===== config.mk =====
export PLATFORM = sky130hd
export DESIGN_NAME = mem_access_flat
export DESIGN_NICKNAME = d
export VERILOG_FILES = /design/src/rtl/mem_access_if.sv /design/src/rtl/mem_access.sv /design/src/flat_wrapper.sv
export SDC_FILE = /design/constraint.sdc
export NUM_CORES = 1
export LEC_CHECK = 0
export CELL_PAD_IN_SITES_DETAIL_PLACEMENT = 1
export CELL_PAD_IN_SITES_GLOBAL_PLACEMENT = 1
export CORE_MARGIN = 10
export CORE_UTILIZATION = 32
export DETAILED_ROUTE_END_ITERATION = 6
export PLACE_DENSITY_LB_ADDON = 0.1
export SLEW_MARGIN = 20
export SYNTH_ARGS = -nofsm -noshare
export SYNTH_HDL_FRONTEND = slang
export SYNTH_SLANG_ARGS = --single-unit

===== constraint.sdc =====
create_clock -name clk -period 3.5 [get_ports clk]
set_input_delay 0.35 -clock clk [delete_from_list [all_inputs] [get_ports clk]]
set_output_delay 0.35 -clock clk [all_outputs]
set_load 0.03 [all_outputs]

===== src/rtl/mem_access_if.sv =====
// Data-memory request/acknowledge port of the memory-access stage.
// The master side is the pipeline stage; the slave side is the data memory.
interface mem_access_if #(
    parameter int ADDR_W = 32,
    parameter int DATA_W = 32
);
    logic              req;
    logic              we;
    logic [3:0]        be;
    logic [ADDR_W-1:0] addr;
    logic [DATA_W-1:0] wdata;
    logic [DATA_W-1:0] rdata;
    logic              ack;

    modport master (output req, we, be, addr, wdata, input rdata, ack);
    modport slave  (input req, we, be, addr, wdata, output rdata, ack);
endinterface


===== src/rtl/mem_access.sv =====
// MIPS memory-access stage: holds the EX/MEM bundle, runs the data-memory
// req/ack transaction, places store lanes and extends load data.
module mem_access #(
    parameter int ADDR_W = 32,
    parameter int DATA_W = 32
) (
    input  logic              clk,
    input  logic              reset,
    input  logic              mem_flush,
    input  logic              Branch_in,
    input  logic              zero_in,
    input  logic              overflow_in,
    input  logic              MemtoReg_in,
    input  logic [1:0]        MemWrite_in,
    input  logic [2:0]        MemRead_in,
    input  logic              RegWrite_in,
    input  logic [4:0]        rd_in,
    input  logic [DATA_W-1:0] Aluout_in,
    input  logic [DATA_W-1:0] busB_in,
    input  logic              mtc0_in,
    input  logic              mfc0_in,
    mem_access_if.master      dm,
    output logic              stall,
    output logic              pc_src,
    output logic              RegWrite_out,
    output logic              MemtoReg_out,
    output logic              mtc0_out,
    output logic              mfc0_out,
    output logic [4:0]        rd_out,
    output logic [DATA_W-1:0] Aluout_out,
    output logic [DATA_W-1:0] memdata_out,
    output logic              adel,
    output logic              ades,
    output logic              ov_exc
);
    typedef struct packed {
        logic              branch;
        logic              zero;
        logic              overflow;
        logic              memtoreg;
        logic [1:0]        memwrite;
        logic [2:0]        memread;
        logic              regwrite;
        logic [4:0]        rd;
        logic [DATA_W-1:0] aluout;
        logic [DATA_W-1:0] busb;
        logic              mtc0;
        logic              mfc0;
    } bundle_t;

    typedef enum logic [1:0] {S_IDLE = 2'd0, S_WAIT = 2'd1, S_DONE = 2'd2} state_t;

    // Access size code: 01 word, 10 half, 11 byte, 00 none; a store wins over a load.
    function automatic logic [1:0] access_size(input logic [1:0] mw, input logic [2:0] mr);
        logic [1:0] sz;
        if (mw != 2'b00) begin
            sz = mw;
        end else begin
            case (mr)
                3'd1:       sz = 2'b01;
                3'd2, 3'd3: sz = 2'b10;
                3'd4, 3'd5: sz = 2'b11;
                default:    sz = 2'b00;
            endcase
        end
        return sz;
    endfunction

    function automatic logic [3:0] store_be(input logic [1:0] mw, input logic [1:0] a);
        logic [3:0] be;
        case (mw)
            2'b01:   be = 4'b1111;
            2'b10:   be = a[1] ? 4'b1100 : 4'b0011;
            2'b11:   be = 4'b0001 << a;
            default: be = 4'b0000;
        endcase
        return be;
    endfunction

    function automatic logic [31:0] store_wdata(input logic [1:0] mw, input logic [31:0] d);
        logic [31:0] w;
        case (mw)
            2'b10:   w = {2{d[15:0]}};
            2'b11:   w = {4{d[7:0]}};
            default: w = d;
        endcase
        return w;
    endfunction

    function automatic logic [31:0] load_extract(input logic [2:0] mr, input logic [1:0] a,
                                                 input logic [31:0] d);
        logic [7:0]  b;
        logic [15:0] h;
        logic [31:0] v;
        b = d[{a, 3'b000} +: 8];
        h = a[1] ? d[31:16] : d[15:0];
        case (mr)
            3'd1:    v = d;
            3'd2:    v = {{16{h[15]}}, h};
            3'd3:    v = {16'h0000, h};
            3'd4:    v = {{24{b[7]}}, b};
            3'd5:    v = {24'h000000, b};
            default: v = 32'h0000_0000;
        endcase
        return v;
    endfunction

    bundle_t           stage_r;
    bundle_t           in_s;
    state_t            state_r, next_s;
    logic [DATA_W-1:0] memdata_r;
    logic [1:0]        size_s;
    logic              is_store_s, is_load_s, misal_s, mem_op_s;
    logic              req_s, stall_s, capture_s;

    assign in_s = '{branch: Branch_in, zero: zero_in, overflow: overflow_in,
                    memtoreg: MemtoReg_in, memwrite: MemWrite_in, memread: MemRead_in,
                    regwrite: RegWrite_in, rd: rd_in, aluout: Aluout_in, busb: busB_in,
                    mtc0: mtc0_in, mfc0: mfc0_in};

    assign size_s     = access_size(stage_r.memwrite, stage_r.memread);
    assign is_store_s = (stage_r.memwrite != 2'b00);
    assign is_load_s  = !is_store_s && (size_s != 2'b00);
    assign misal_s    = ((size_s == 2'b01) && (stage_r.aluout[1:0] != 2'b00)) ||
                        ((size_s == 2'b10) && stage_r.aluout[0]);
    assign mem_op_s   = (is_store_s || is_load_s) && !misal_s;

    // Stage register: advances whenever the stage is not stalled; a flush inserts a bubble.
    always_ff @(posedge clk or negedge reset) begin
        if (!reset) begin
            stage_r <= '0;
        end else if (!stall_s) begin
            stage_r <= mem_flush ? bundle_t'('0) : in_s;
        end else begin
            stage_r <= stage_r;
        end
    end

    // Transaction state register.
    always_ff @(posedge clk or negedge reset) begin
        if (!reset) begin
            state_r <= S_IDLE;
        end else begin
            state_r <= next_s;
        end
    end

    // Load data capture at the acknowledging edge.
    always_ff @(posedge clk or negedge reset) begin
        if (!reset) begin
            memdata_r <= '0;
        end else if (capture_s) begin
            memdata_r <= load_extract(stage_r.memread, stage_r.aluout[1:0], dm.rdata);
        end else begin
            memdata_r <= memdata_r;
        end
    end

    // Next-state and request/stall decode; DONE keeps the op one more cycle without a request.
    always_comb begin
        next_s    = state_r;
        req_s     = 1'b0;
        stall_s   = 1'b0;
        capture_s = 1'b0;
        case (state_r)
            S_IDLE: begin
                if (mem_op_s) begin
                    req_s   = 1'b1;
                    stall_s = 1'b1;
                    if (dm.ack) begin
                        next_s    = S_DONE;
                        capture_s = is_load_s;
                    end else begin
                        next_s = S_WAIT;
                    end
                end else begin
                    next_s = S_IDLE;
                end
            end
            S_WAIT: begin
                req_s   = 1'b1;
                stall_s = 1'b1;
                if (dm.ack) begin
                    next_s    = S_DONE;
                    capture_s = is_load_s;
                end else begin
                    next_s = S_WAIT;
                end
            end
            S_DONE:  next_s = S_IDLE;
            default: next_s = S_IDLE;
        endcase
    end

    assign dm.req   = req_s;
    assign dm.we    = req_s && is_store_s;
    assign dm.be    = (req_s && is_store_s) ? store_be(stage_r.memwrite, stage_r.aluout[1:0]) : 4'b0000;
    assign dm.addr  = {stage_r.aluout[ADDR_W-1:2], 2'b00};
    assign dm.wdata = store_wdata(stage_r.memwrite, stage_r.busb);

    // Write-back only commits once the access has finished and raised no exception.
    assign stall        = stall_s;
    assign pc_src       = stage_r.branch && stage_r.zero;
    assign RegWrite_out = stage_r.regwrite && !misal_s && !stage_r.overflow && !stall_s;
    assign MemtoReg_out = stage_r.memtoreg;
    assign mtc0_out     = stage_r.mtc0;
    assign mfc0_out     = stage_r.mfc0;
    assign rd_out       = stage_r.rd;
    assign Aluout_out   = stage_r.aluout;
    assign memdata_out  = memdata_r;
    assign adel         = is_load_s && misal_s;
    assign ades         = is_store_s && misal_s;
    assign ov_exc       = stage_r.overflow;
endmodule


===== src/flat_wrapper.sv =====
// flat-port wrapper written by rule: the top's interface ports become plain ports
module mem_access_flat 
#(
    parameter int ADDR_W = 32,
    parameter int DATA_W = 32
)
  (clk, reset, mem_flush, Branch_in, zero_in, overflow_in, MemtoReg_in, MemWrite_in, MemRead_in, RegWrite_in, rd_in, Aluout_in, busB_in, mtc0_in, mfc0_in, stall, pc_src, RegWrite_out, MemtoReg_out, mtc0_out, mfc0_out, rd_out, Aluout_out, memdata_out, adel, ades, ov_exc, dm_req, dm_we, dm_be, dm_addr, dm_wdata, dm_rdata, dm_ack);
  mem_access_if #(.ADDR_W(ADDR_W), .DATA_W(DATA_W)) dm_i ();
  input  logic clk;
  input  logic reset;
  input  logic mem_flush;
  input  logic Branch_in;
  input  logic zero_in;
  input  logic overflow_in;
  input  logic MemtoReg_in;
  input  logic [1:0] MemWrite_in;
  input  logic [2:0] MemRead_in;
  input  logic RegWrite_in;
  input  logic [4:0] rd_in;
  input  logic [DATA_W-1:0] Aluout_in;
  input  logic [DATA_W-1:0] busB_in;
  input  logic mtc0_in;
  input  logic mfc0_in;
  output logic stall;
  output logic pc_src;
  output logic RegWrite_out;
  output logic MemtoReg_out;
  output logic mtc0_out;
  output logic mfc0_out;
  output logic [4:0] rd_out;
  output logic [DATA_W-1:0] Aluout_out;
  output logic [DATA_W-1:0] memdata_out;
  output logic adel;
  output logic ades;
  output logic ov_exc;
  output wire logic [$bits(dm_i.req)-1:0] dm_req;
  output wire logic [$bits(dm_i.we)-1:0] dm_we;
  output wire logic [$bits(dm_i.be)-1:0] dm_be;
  output wire logic [$bits(dm_i.addr)-1:0] dm_addr;
  output wire logic [$bits(dm_i.wdata)-1:0] dm_wdata;
  input wire logic [$bits(dm_i.rdata)-1:0] dm_rdata;
  input wire logic [$bits(dm_i.ack)-1:0] dm_ack;
  assign dm_req = dm_i.req;
  assign dm_we = dm_i.we;
  assign dm_be = dm_i.be;
  assign dm_addr = dm_i.addr;
  assign dm_wdata = dm_i.wdata;
  assign dm_i.rdata = dm_rdata;
  assign dm_i.ack = dm_ack;
  mem_access #(.ADDR_W(ADDR_W), .DATA_W(DATA_W)) u_core (.clk(clk), .reset(reset), .mem_flush(mem_flush), .Branch_in(Branch_in), .zero_in(zero_in), .overflow_in(overflow_in), .MemtoReg_in(MemtoReg_in), .MemWrite_in(MemWrite_in), .MemRead_in(MemRead_in), .RegWrite_in(RegWrite_in), .rd_in(rd_in), .Aluout_in(Aluout_in), .busB_in(busB_in), .mtc0_in(mtc0_in), .mfc0_in(mfc0_in), .dm(dm_i), .stall(stall), .pc_src(pc_src), .RegWrite_out(RegWrite_out), .MemtoReg_out(MemtoReg_out), .mtc0_out(mtc0_out), .mfc0_out(mfc0_out), .rd_out(rd_out), .Aluout_out(Aluout_out), .memdata_out(memdata_out), .adel(adel), .ades(ades), .ov_exc(ov_exc));
endmodule

After elaboration in Yosys (flattened, before gate mapping)
Index checks and enable logic that the tools add are counted.
{"block": "op_classes", "n_reduce_logical": 23, "mux": 17, "n_shift": 2, "eq_ne": 11}
{"operator": "$pmux 32 s5", "n": 1}
{"operator": "$mux 81", "n": 1}
{"operator": "$pmux 32 s2", "n": 1}
{"operator": "$shiftx 32x6->8", "n": 1}
{"operator": "$mux 16", "n": 1}
{"operator": "$pmux 4 s3", "n": 1}
{"operator": "$logic_and 1x1->1", "n": 11}
{"operator": "$mux 4", "n": 2}
{"operator": "$eq 2x1->1 const B", "n": 3}
{"operator": "$eq 2x2->1 const B", "n": 3}
{"operator": "$eq 3x2->1 const B", "n": 2}
{"operator": "$eq 3x3->1 const B", "n": 2}
{"operator": "$mux 2", "n": 3}
{"operator": "$pmux 2 s3", "n": 1}
{"operator": "$reduce_bool 2->1", "n": 3}
{"operator": "$logic_not 1->1", "n": 4}
{"operator": "$pmux 1 s2", "n": 2}
{"operator": "$pmux 2 s2", "n": 1}
{"operator": "$reduce_or 2->1", "n": 2}
{"operator": "$shl 1x2->4 const A", "n": 1}
{"operator": "$eq 3x1->1 const B", "n": 1}
{"operator": "$mux 1", "n": 3}
{"operator": "$logic_not 2->1", "n": 1}
{"operator": "$logic_or 1x1->1", "n": 2}
{"block": "totals", "out_inout_bits": 148, "input_bits": 117, "reg_bits": 115, "wordCells": 67}

Depth between registers and ports, before layout
Gate-level depths: netlist (run 1).
{"block": "depth", "word_depth": 13, "ltp_mapped": 10, "ltp_nobuf": 8}

Least setup slack after synthesis (run 1)
Ideal clock, no wire load.
{"block": "synth_timing", "path_kind": "reg2out", "from": "register u_core.stage_r[73] in the netlist's numbering", "to": "output port dm_be[0]", "path_slack_ps": 459, "stages_incl_launch_ff": 11, "arrival_ps": 2691, "n_path_buf": 2, "cell_sequence": "dfrtp_1 -> clkbuf_1 -> inv_1 -> ha_1 -> or3_1 -> o211ai_1 -> o311ai_4 -> inv_2 -> buf_2 -> o21ai_1 -> a21oi_1"}
{"block": "synth_between", "elab_chain_len": 13}
{"element": "start, declared", "line": "mem_access.sv:108", "rtl": "bundle_t stage_r;"}
{"element": "start signal, assigned", "line": "mem_access.sv:133", "rtl": "stage_r <= mem_flush ? bundle_t'('0) : in_s;"}
{"element": "start signal, assigned", "line": "mem_access.sv:135", "rtl": "stage_r <= stage_r;"}
{"element": "$eq 3x3->1 / $eq 3x2->1 (equally long branches)", "line": "mem_access.sv:59", "rtl": "case (mr)"}
{"element": "$reduce_or 2->1", "line": "mem_access.sv:59"}
{"element": "$pmux 2 s3 *", "line": "mem_access.sv:59"}
{"element": "$mux 2 *", "line": "mem_access.sv:56", "rtl": "if (mw != 2'b00) begin"}
{"element": "$eq 2x1->1 / $eq 2x2->1 (equally long branches)", "line": "mem_access.sv:124, mem_access.sv:125"}
{"element": "$logic_and 1x1->1, on equally long branches", "line": "mem_access.sv:124, mem_access.sv:125"}
{"element": "$logic_or 1x1->1", "line": "mem_access.sv:124", "rtl": "assign misal_s = ((size_s == 2'b01) && (stage_r.aluout[1:0] != 2'b00)) ||"}
{"element": "$logic_not 1->1", "line": "mem_access.sv:126", "rtl": "assign mem_op_s = (is_store_s || is_load_s) && !misal_s;"}
{"element": "$logic_and 1x1->1 *", "line": "mem_access.sv:126"}
{"element": "$mux 1 *", "line": "mem_access.sv:167", "rtl": "if (mem_op_s) begin"}
{"element": "$pmux 1 s2 *", "line": "mem_access.sv:165", "rtl": "case (state_r)"}
{"element": "$logic_and 1x1->1 *", "line": "mem_access.sv:197", "rtl": "assign dm.be = (req_s && is_store_s) ? store_be(stage_r.memwrite, stage_r.aluout[1:0]) : 4'b0000;"}
{"element": "$mux 4 *", "line": "mem_access.sv:197"}
{"element": "end, declared", "line": "flat_wrapper.sv:38", "rtl": "output wire logic [$bits(dm_i.be)-1:0] dm_be;"}
Mark *: on every way between the ends. The rest lies on a longest branch, timed or not.

Worst setup path after layout (run 1)
{"block": "layout_timing", "from": "register u_core.stage_r[73] in the netlist's numbering", "to": "output port RegWrite_out"}
{"block": "layout_between", "elab_chain_len": 13}
{"element": "$eq 3x3->1 / $eq 3x2->1 (equally long branches)", "line": "mem_access.sv:59"}
{"element": "$reduce_or 2->1", "line": "mem_access.sv:59"}
{"element": "$pmux 2 s3 *", "line": "mem_access.sv:59"}
{"element": "$mux 2 *", "line": "mem_access.sv:56"}
{"element": "$eq 2x1->1 / $eq 2x2->1 (equally long branches)", "line": "mem_access.sv:124, mem_access.sv:125"}
{"element": "$logic_and 1x1->1, on equally long branches", "line": "mem_access.sv:124, mem_access.sv:125"}
{"element": "$logic_or 1x1->1", "line": "mem_access.sv:124"}
{"element": "$logic_not 1->1", "line": "mem_access.sv:126, mem_access.sv:204"}
{"element": "$logic_and 1x1->1", "line": "mem_access.sv:126"}
{"element": "$mux 1", "line": "mem_access.sv:167"}
{"element": "$pmux 1 s2", "line": "mem_access.sv:165"}
{"element": "$logic_not 1->1"}
{"element": "$logic_and 1x1->1 *", "line": "mem_access.sv:204", "rtl": "assign RegWrite_out = stage_r.regwrite && !misal_s && !stage_r.overflow && !stall_s;"}
{"element": "end, declared", "line": "flat_wrapper.sv:26", "rtl": "output logic RegWrite_out;"}
Marked as above.

==> results of run 1 <==
flip-flops by register name, summed over array words and instances, names as in the netlist:
name                 count
u_core.stage_r          40
u_core.ov_exc            1
u_core.memdata_out      32
u_core.rd_out            5
u_core.Aluout_out       32
u_core.mtc0_out          1
u_core.state_r           2
u_core.MemtoReg_out      1
u_core.mfc0_out          1
final timing paths:
path / startpoint / to / slack [ns] / depth (start not counted)
max: u_core.stage_r[73] / RegWrite_out / 0.22 / 7
min: reset / u_core.memdata_out[24] / 0.01 / 1
max reg2reg: u_core.stage_r[73] / u_core.memdata_out[6] / 0.62 / 8
min reg2reg: u_core.stage_r[79] / u_core.stage_r[79] / 0.46 / 2
max in group asynchronous: reset / u_core.stage_r[26] / 2.64 / 2
min in group clk: u_core.stage_r[79] / u_core.stage_r[79] / 0.46 / 2
through the flow:
stage	util [%]	total power, mW	hold WS, ns	cell area [um2]	cells
detailed placement	43.8	8.27	0.453	8880	1147
global placement	43.7	8.10	0.445	8860	1146
finish	46.6	9.83	0.0122	9450	1180
CTS	46.5	9.99	0.0399	9450	1179
floorplan	-	6.31	0.0544	6610	728
global route	46.6	10.5	0.0619	9450	1180
synth_stat cells, types with 2 or more instances:
library cell	instances	area, um2
buf_4	79	593
o31ai_1	8	60.1
mux2i_1	29	290
nand2_1	164	616
o21ai_0	23	115
mux2_2	31	349
inv_1	23	86.3
buf_1	2	7.51
and2_1	3	18.8
nand3_1	4	20.0
dfrtp_1	115	2880
nor2b_1	7	43.8
nand2b_1	3	18.8
a22oi_1	4	30.0
buf_2	15	75.1
nor2_1	21	78.8
a311oi_1	7	61.3
a21oi_1	34	170
o211ai_1	2	15.0
clkbuf_1	29	109
nand3b_1	82	616
mux2_1	4	45.0
nor3_1	8	40.0
a211oi_1	7	52.6
power by group through the flow:
| stage | Clock [mW] | Combinational, mW | Sequential (mW) |
|---|---|---|---|
| after floorplan | 0 | 3.82 | 2.49 |
| after CTS | 1.71 | 5.96 | 2.32 |
| after detailed placement | 0 | 5.93 | 2.34 |
| after global placement | 0 | 5.80 | 2.30 |
| after global routing | 1.77 | 6.32 | 2.40 |
| final | 1.66 | 5.86 | 2.31 |
critical path, delay by kind of cell, from the launching register on:
family,cells,cell delay [ns]
adder cells (fa/ha/maj),1,0.22
flip-flops,1,0.50
AND/OR/NAND/NOR,2,0.69
buffers and inverters,3,0.75
AO/OA/AOI/OAI,1,0.33
logic make-up after synthesis:
family          count (synthesis)
compound gates                 96
xor+xnor                        1
fa+ha+maj                       1
buf+inv                       150
flops                         115
mux                            64
other cells                     1
simple gates                  299
per-layer routing:
layer | share of wire, % | wire length (um) | track usage, %
met3 | 7.5 | 1760 | 6.97
met4 | 1.0 | 242 | 4.26
met2 | 49 | 11600 | 28.3
met5 | 0.043 | 10 | 0
met1 | 42 | 9930 | 20.1
final cells by class:
class	instances	area [um2]
clock inverter	11	105
multi-input combinational	463	2850
tap	270	338
clock buffer	21	460
fill	2304	10800
timing repair buffer	275	2730
sequential	115	2880
inverter	24	91.3
antenna	1	2.50
==> results.py, run 1 <==
metrics = {
    "worst_setup_path": {
        "crit_path_cell_trace": "inv_1 -> ha_1 -> or3_4 -> o311ai_4 -> buf_4 -> and4b_1 -> buf_4",
        "arrival_ns": 2.93,
        "cp-end-kind": "primary output",
        "cp_slowest_stage_delay_ns": 0.50,
        "start_kind": "flop",
        "crit_path_frequent_cell": "buf_4",
        "critPathRequiredTime_ns": 3.15,
        "cp_max_fo": 46,
        "critPathKind": "flop to primary output",
        "slowest_stage": "dfrtp_2",
    },
    "placement": {
        "place_ws_ns": 0.492,
        "place_hpwl_um": 17400,
        "gp_congestion": 0.801,
        "io_buffers": 262,
    },
    "drt": {
        "vias": 5628,
        "routed_via_density": 4.77,
        "avgRoutedWirePerCell_um": 19.9,
        "routed_wl_um": 23500,
        "drt_first_pass_iters": 4,
        "drc": 0,
        "ant_nets": 0,
        "drtIter0Drc": 251,
    },
    "min_path": {
        "worstHoldPathType": "primary input to asynchronous set/reset pin",
    },
    "yosys": {
        "ys_warn_count": 0,
        "synthAdderAreaFrac_pct": 0.189,
        "ys.flop_type": "dfrtp_1",
        "syn_area_per_cell_um2": 9.09,
        "synth_top_family_by_area": "simple AND/OR/NAND/NOR gates",
        "synth-edff-count": 0,
        "ys_types": 47,
        "synth_simple_gate_area_share_pct": 23.1,
        "async_reset_ff_share_pct": 100,
        "muxShareOfSynthArea_pct": 10.4,
        "synth_area_um2": 6610,
        "synthCells": 727,
        "synthXorXnorAreaFrac_pct": 0.133,
        "synth_compound_area_share_pct": 9.22,
        "synth_seq_cells": 115,
        "yosysSeqAreaShare_pct": 43.6,
    },
    "sta": {
        "fin_ws_ns": 0.218,
        "hold_viol": 0,
        "rsz0062_at_grt": "false",
        "fin_crit_ns": 3.28,
        "relSlewSlack_pct": 39.6,
        "setup_violations": 0,
        "tightest_slew_ns": 0.907,
        "fin_crit_sh_pct": 93.8,
        "drv_slew": 0,
        "clock.fmax_ghz": 0.305,
        "tns_ns": 0,
        "fin_skew_ns": 0.0111,
    },
    "floorplanning": {
        "ios": 265,
        "start_util_pct": 32.5,
        "die_height_um": 164,
        "die_w_um": 164,
        "fp.coreArea_um2": 20300,
        "rows": 52,
        "dieArea_um2": 26800,
    },
    "clock_network": {
        "htreeDepth": 4,
        "post-cts-setup-buffers": 0,
        "clk_latency_ns": 0.42,
        "cts_max_path_buffers": 2,
        "cts_buffers": 17,
        "ctsHoldBuffers": 0,
        "path_clk_slew_ns": 0.06,
        "cts_tree": "yes",
        "cts.sink_count": 115,
        "cts-root-buf": "clkbuf_16",
        "post_cts_resized": 0,
    },
    "layout": {
        "drive_above_1_share_pct": 10.5,
        "layout_common_cells": "clkdlybuf4s50_1 (252), nand2_1 (164), dfrtp_1 (113), nand3b_1 (82), a21oi_1 (34)",
        "nets": 1014,
        "mostFrequentLayoutCell": "clkdlybuf4s50_1",
        "syn_to_final_growth_pct": 43.1,
    },
    "pwr": {
        "p_seq_share_pct": 23.5,
        "swShare_pct": 48.5,
        "ir_worst_vdd_uv": 493,
        "p_per_area_nw_per_um2": 1040,
        "power_leakage_nw": 4.11,
        "p_switching_mw": 4.77,
        "combPwrFrac_pct": 59.6,
        "internal-power_mw": 5.06,
        "clock_power_share_pct": 16.9,
    },
    "global_route": {
        "grt.overflow.total": 0,
        "grtUsageTotal_pct": 17.1,
        "grt_pass1_vias": 6220,
        "grt_max_degree": 61,
        "antenna_found_initial": 2,
        "grt_pass1_wl_um": 36000,
    },
    "run": {
        "drv_cap": 0,
    },
    "run_status": {
        "status": "complete, no violations",
    },
}
Note: power is estimated with default switching activity, not from simulation.
==> run 2, diff against run 1 <==
--- a/config.mk
+++ b/config.mk
@@ -9,6 +9,7 @@
 export CELL_PAD_IN_SITES_GLOBAL_PLACEMENT = 1
 export CORE_MARGIN = 10
 export CORE_UTILIZATION = 32
+export CTS_CLUSTER_DIAMETER = 50
 export DETAILED_ROUTE_END_ITERATION = 6
 export PLACE_DENSITY_LB_ADDON = 0.1
 export SLEW_MARGIN = 20
==> constraint.sdc (replaced) <==
create_clock -name clk -period 3.5 [get_ports clk]
set_input_delay 0.35 -clock clk [delete_from_list [all_inputs] [get_ports clk]]
set_output_delay 0.35 -clock clk [all_outputs]
set_load 0.1 [all_outputs]
==> run 2 against run 1 <==
Net effect: highest routed layer unchanged; utilization increased by 0.96 points; critical path depth increased by 1; first-iteration DRC count increased by 8.8%; flip-flop and latch count unchanged; via count increased by 1.0%; die area unchanged; clock skew decreased by 0.0040 ns; routed wire length about the same; final area increased by 2.1%; register-to-register slack improved by 0.11 ns; global-route usage increased by 0.17 points.
==> results.py, run 2 (synthesized netlist as in run 1, its figures left out) <==
metrics = {
    "run_status": {
        "status": "complete, no violations",
    },
    "sta": {
        "drv_slew": 0,
        "fin_crit_ns": 3.30,
        "setup_violations": 0,
        "fin_crit_sh_pct": 94.4,
        "clock.fmax_ghz": 0.303,
        "relSlewSlack_pct": 30.0,
        "hold_viol": 0,
        "tightest_slew_ns": 1.05,
        "fin_skew_ns": 0.00707,
        "rsz0062_at_grt": "false",
    },
    "clock_network": {
        "post-cts-setup-buffers": 0,
        "cts_tree": "yes",
        "cts.sink_count": 115,
        "clk_latency_ns": 0.42,
        "cts_buffers": 17,
        "htreeDepth": 4,
        "cts_max_path_buffers": 2,
        "path_clk_slew_ns": 0.06,
        "cts-root-buf": "clkbuf_16",
    },
    "floorplanning": {
        "fp.coreArea_um2": 20300,
        "rows": 52,
        "die_w_um": 164,
        "ios": 265,
        "dieArea_um2": 26800,
        "die_height_um": 164,
        "start_util_pct": 32.5,
    },
    "min_path": {
        "worstHoldPathType": "primary input to asynchronous set/reset pin",
    },
    "layout": {
        "largest_register": "u_core.stage_r",
        "design_area_um2": 9650,
        "mostFrequentLayoutCell": "clkdlybuf4s50_1",
        "largest_reg_flops": 40,
        "syn_to_final_growth_pct": 46.1,
        "layout_common_cells": "clkdlybuf4s50_1 (224), nand2_1 (164), dfrtp_1 (114), nand3b_1 (82)",
        "drive_above_1_share_pct": 13.9,
        "fillCellCount": 2273,
        "nets": 1016,
    },
    "placement": {
        "io_buffers": 262,
        "gp_congestion": 0.797,
        "placed_cell_area_um2": 9020,
        "place_hpwl_um": 17500,
    },
    "worst_setup_path": {
        "startpoint": "u_core.stage_r[74]",
        "worstReg2RegEnd": "u_core.memdata_out[0]",
        "cp-endpoint": "dm_be[1]",
        "critPathKind": "flop to primary output",
        "start_kind": "flop",
        "cp_max_fo": 14,
        "rr_worst_depth": 7,
        "critPathRequiredTime_ns": 3.15,
        "arrival_ns": 2.95,
        "cp-end-kind": "primary output",
        "rrSetupSlack_ns": 0.73,
        "r2r-start": "u_core.stage_r[74]",
    },
    "drt": {
        "drtIter0Drc": 273,
        "routed_wl_um": 23500,
        "avgRoutedWirePerCell_um": 19.9,
        "drc": 0,
        "routed_via_density": 4.81,
        "vias": 5685,
        "drt_first_pass_iters": 4,
        "ant_nets": 0,
    },
    "global_route": {
        "grt_max_degree": 82,
        "grt_pass1_vias": 6339,
        "grt.overflow.total": 0,
        "grt_pass1_wl_um": 36400,
        "antenna_found_initial": 2,
        "grtUsageTotal_pct": 17.3,
    },
    "run": {
        "drv_cap": 0,
    },
}
run 2: changes by cell type in the layout (fill, tap and decap cells not counted), moves of 2 or more:
cell,previous run,this run
buf_12,3,18
buf_4,19,34
bufinv_16,1,3
clkbuf_1,2,0
clkdlybuf4s50_1,252,224
clkinv_2,3,1
inv_6,1,3
run 2: repair_timing:
item / CTS / global route
hold buffers: 0 / 0
endpoints found under the setup margin: 0 / 5
resized for setup: 0 / 2
run 2: worst min-delay path by stage:
stage | start | to | cells past startpoint
3_3_place_gp | u_core.stage_r[79] | u_core.stage_r[79] | 2
5_1_grt | reset | u_core.memdata_out[27] | 1
6_report | reset | u_core.memdata_out[27] | 1
2_1_floorplan | reset | u_core.Aluout_out[0] | 0
4_1_cts | reset | u_core.memdata_out[27] | 1
3_5_place_dp | u_core.stage_r[80] | u_core.stage_r[80] | 2
run 2: through the flow:
step                      TNS, ns  utilization (%)  worst slack, ns  instances  hold slack, ns
final                           0             47.5            0.197       1183         0.00199
after CTS                       0             47.5           0.0597       1181          0.0463
after global placement          0             44.4            0.631       1149           0.445
after floorplan             -2.32                -           -0.523        728          0.0544
after detailed placement        0             44.4            0.526       1149           0.452
after global routing            0             47.5           0.0103       1182          0.0685
run 2: final cells by class:
type	instances	area (um2)	area share (%)
multi-input combinational	463	2850	29.6
inverter	24	90.1	0.934
antenna	2	5.00	0.0519
sequential	115	2880	29.8
clock buffer	18	439	4.55
tap	270	338	3.50
timing repair buffer	277	2870	29.7
clock inverter	14	178	1.84
run 2: critical path, cell delays in order, from the launching register on:
cell and delay [ns]:
dfrtp_2 0.50, ha_1 0.41, or3_1 0.35, o211ai_1 0.15
o311ai_4 0.17, inv_2 0.24, o21ai_1 0.21, a21oi_1 0.30
buf_12 0.22
run 2: layer usage:
metal / up-vias / wire, um / global-route usage [%]
met5: - / 13 / 0
met4: 2 / 218 / 4.39
met3: 21 / 1980 / 7.05
met2: 172 / 11500 / 28.5
met1: 2784 / 9750 / 20.4
li1: 2706 / - / -
Power of run 2 is not shown: default switching activity piles up to over one toggle a cycle in this logic, so the estimate is an artifact.
==> run 3, diff against run 2 <==
--- a/config.mk
+++ b/config.mk
@@ -10,6 +10,7 @@
 export CORE_MARGIN = 10
 export CORE_UTILIZATION = 32
 export CTS_CLUSTER_DIAMETER = 50
+export CTS_CLUSTER_SIZE = 25
 export DETAILED_ROUTE_END_ITERATION = 6
 export PLACE_DENSITY_LB_ADDON = 0.1
 export SLEW_MARGIN = 20
==> results of run 3 <==
Final layout, timing and power as in run 2 (identical DEF).
Power of run 3 is left out for the same reason.
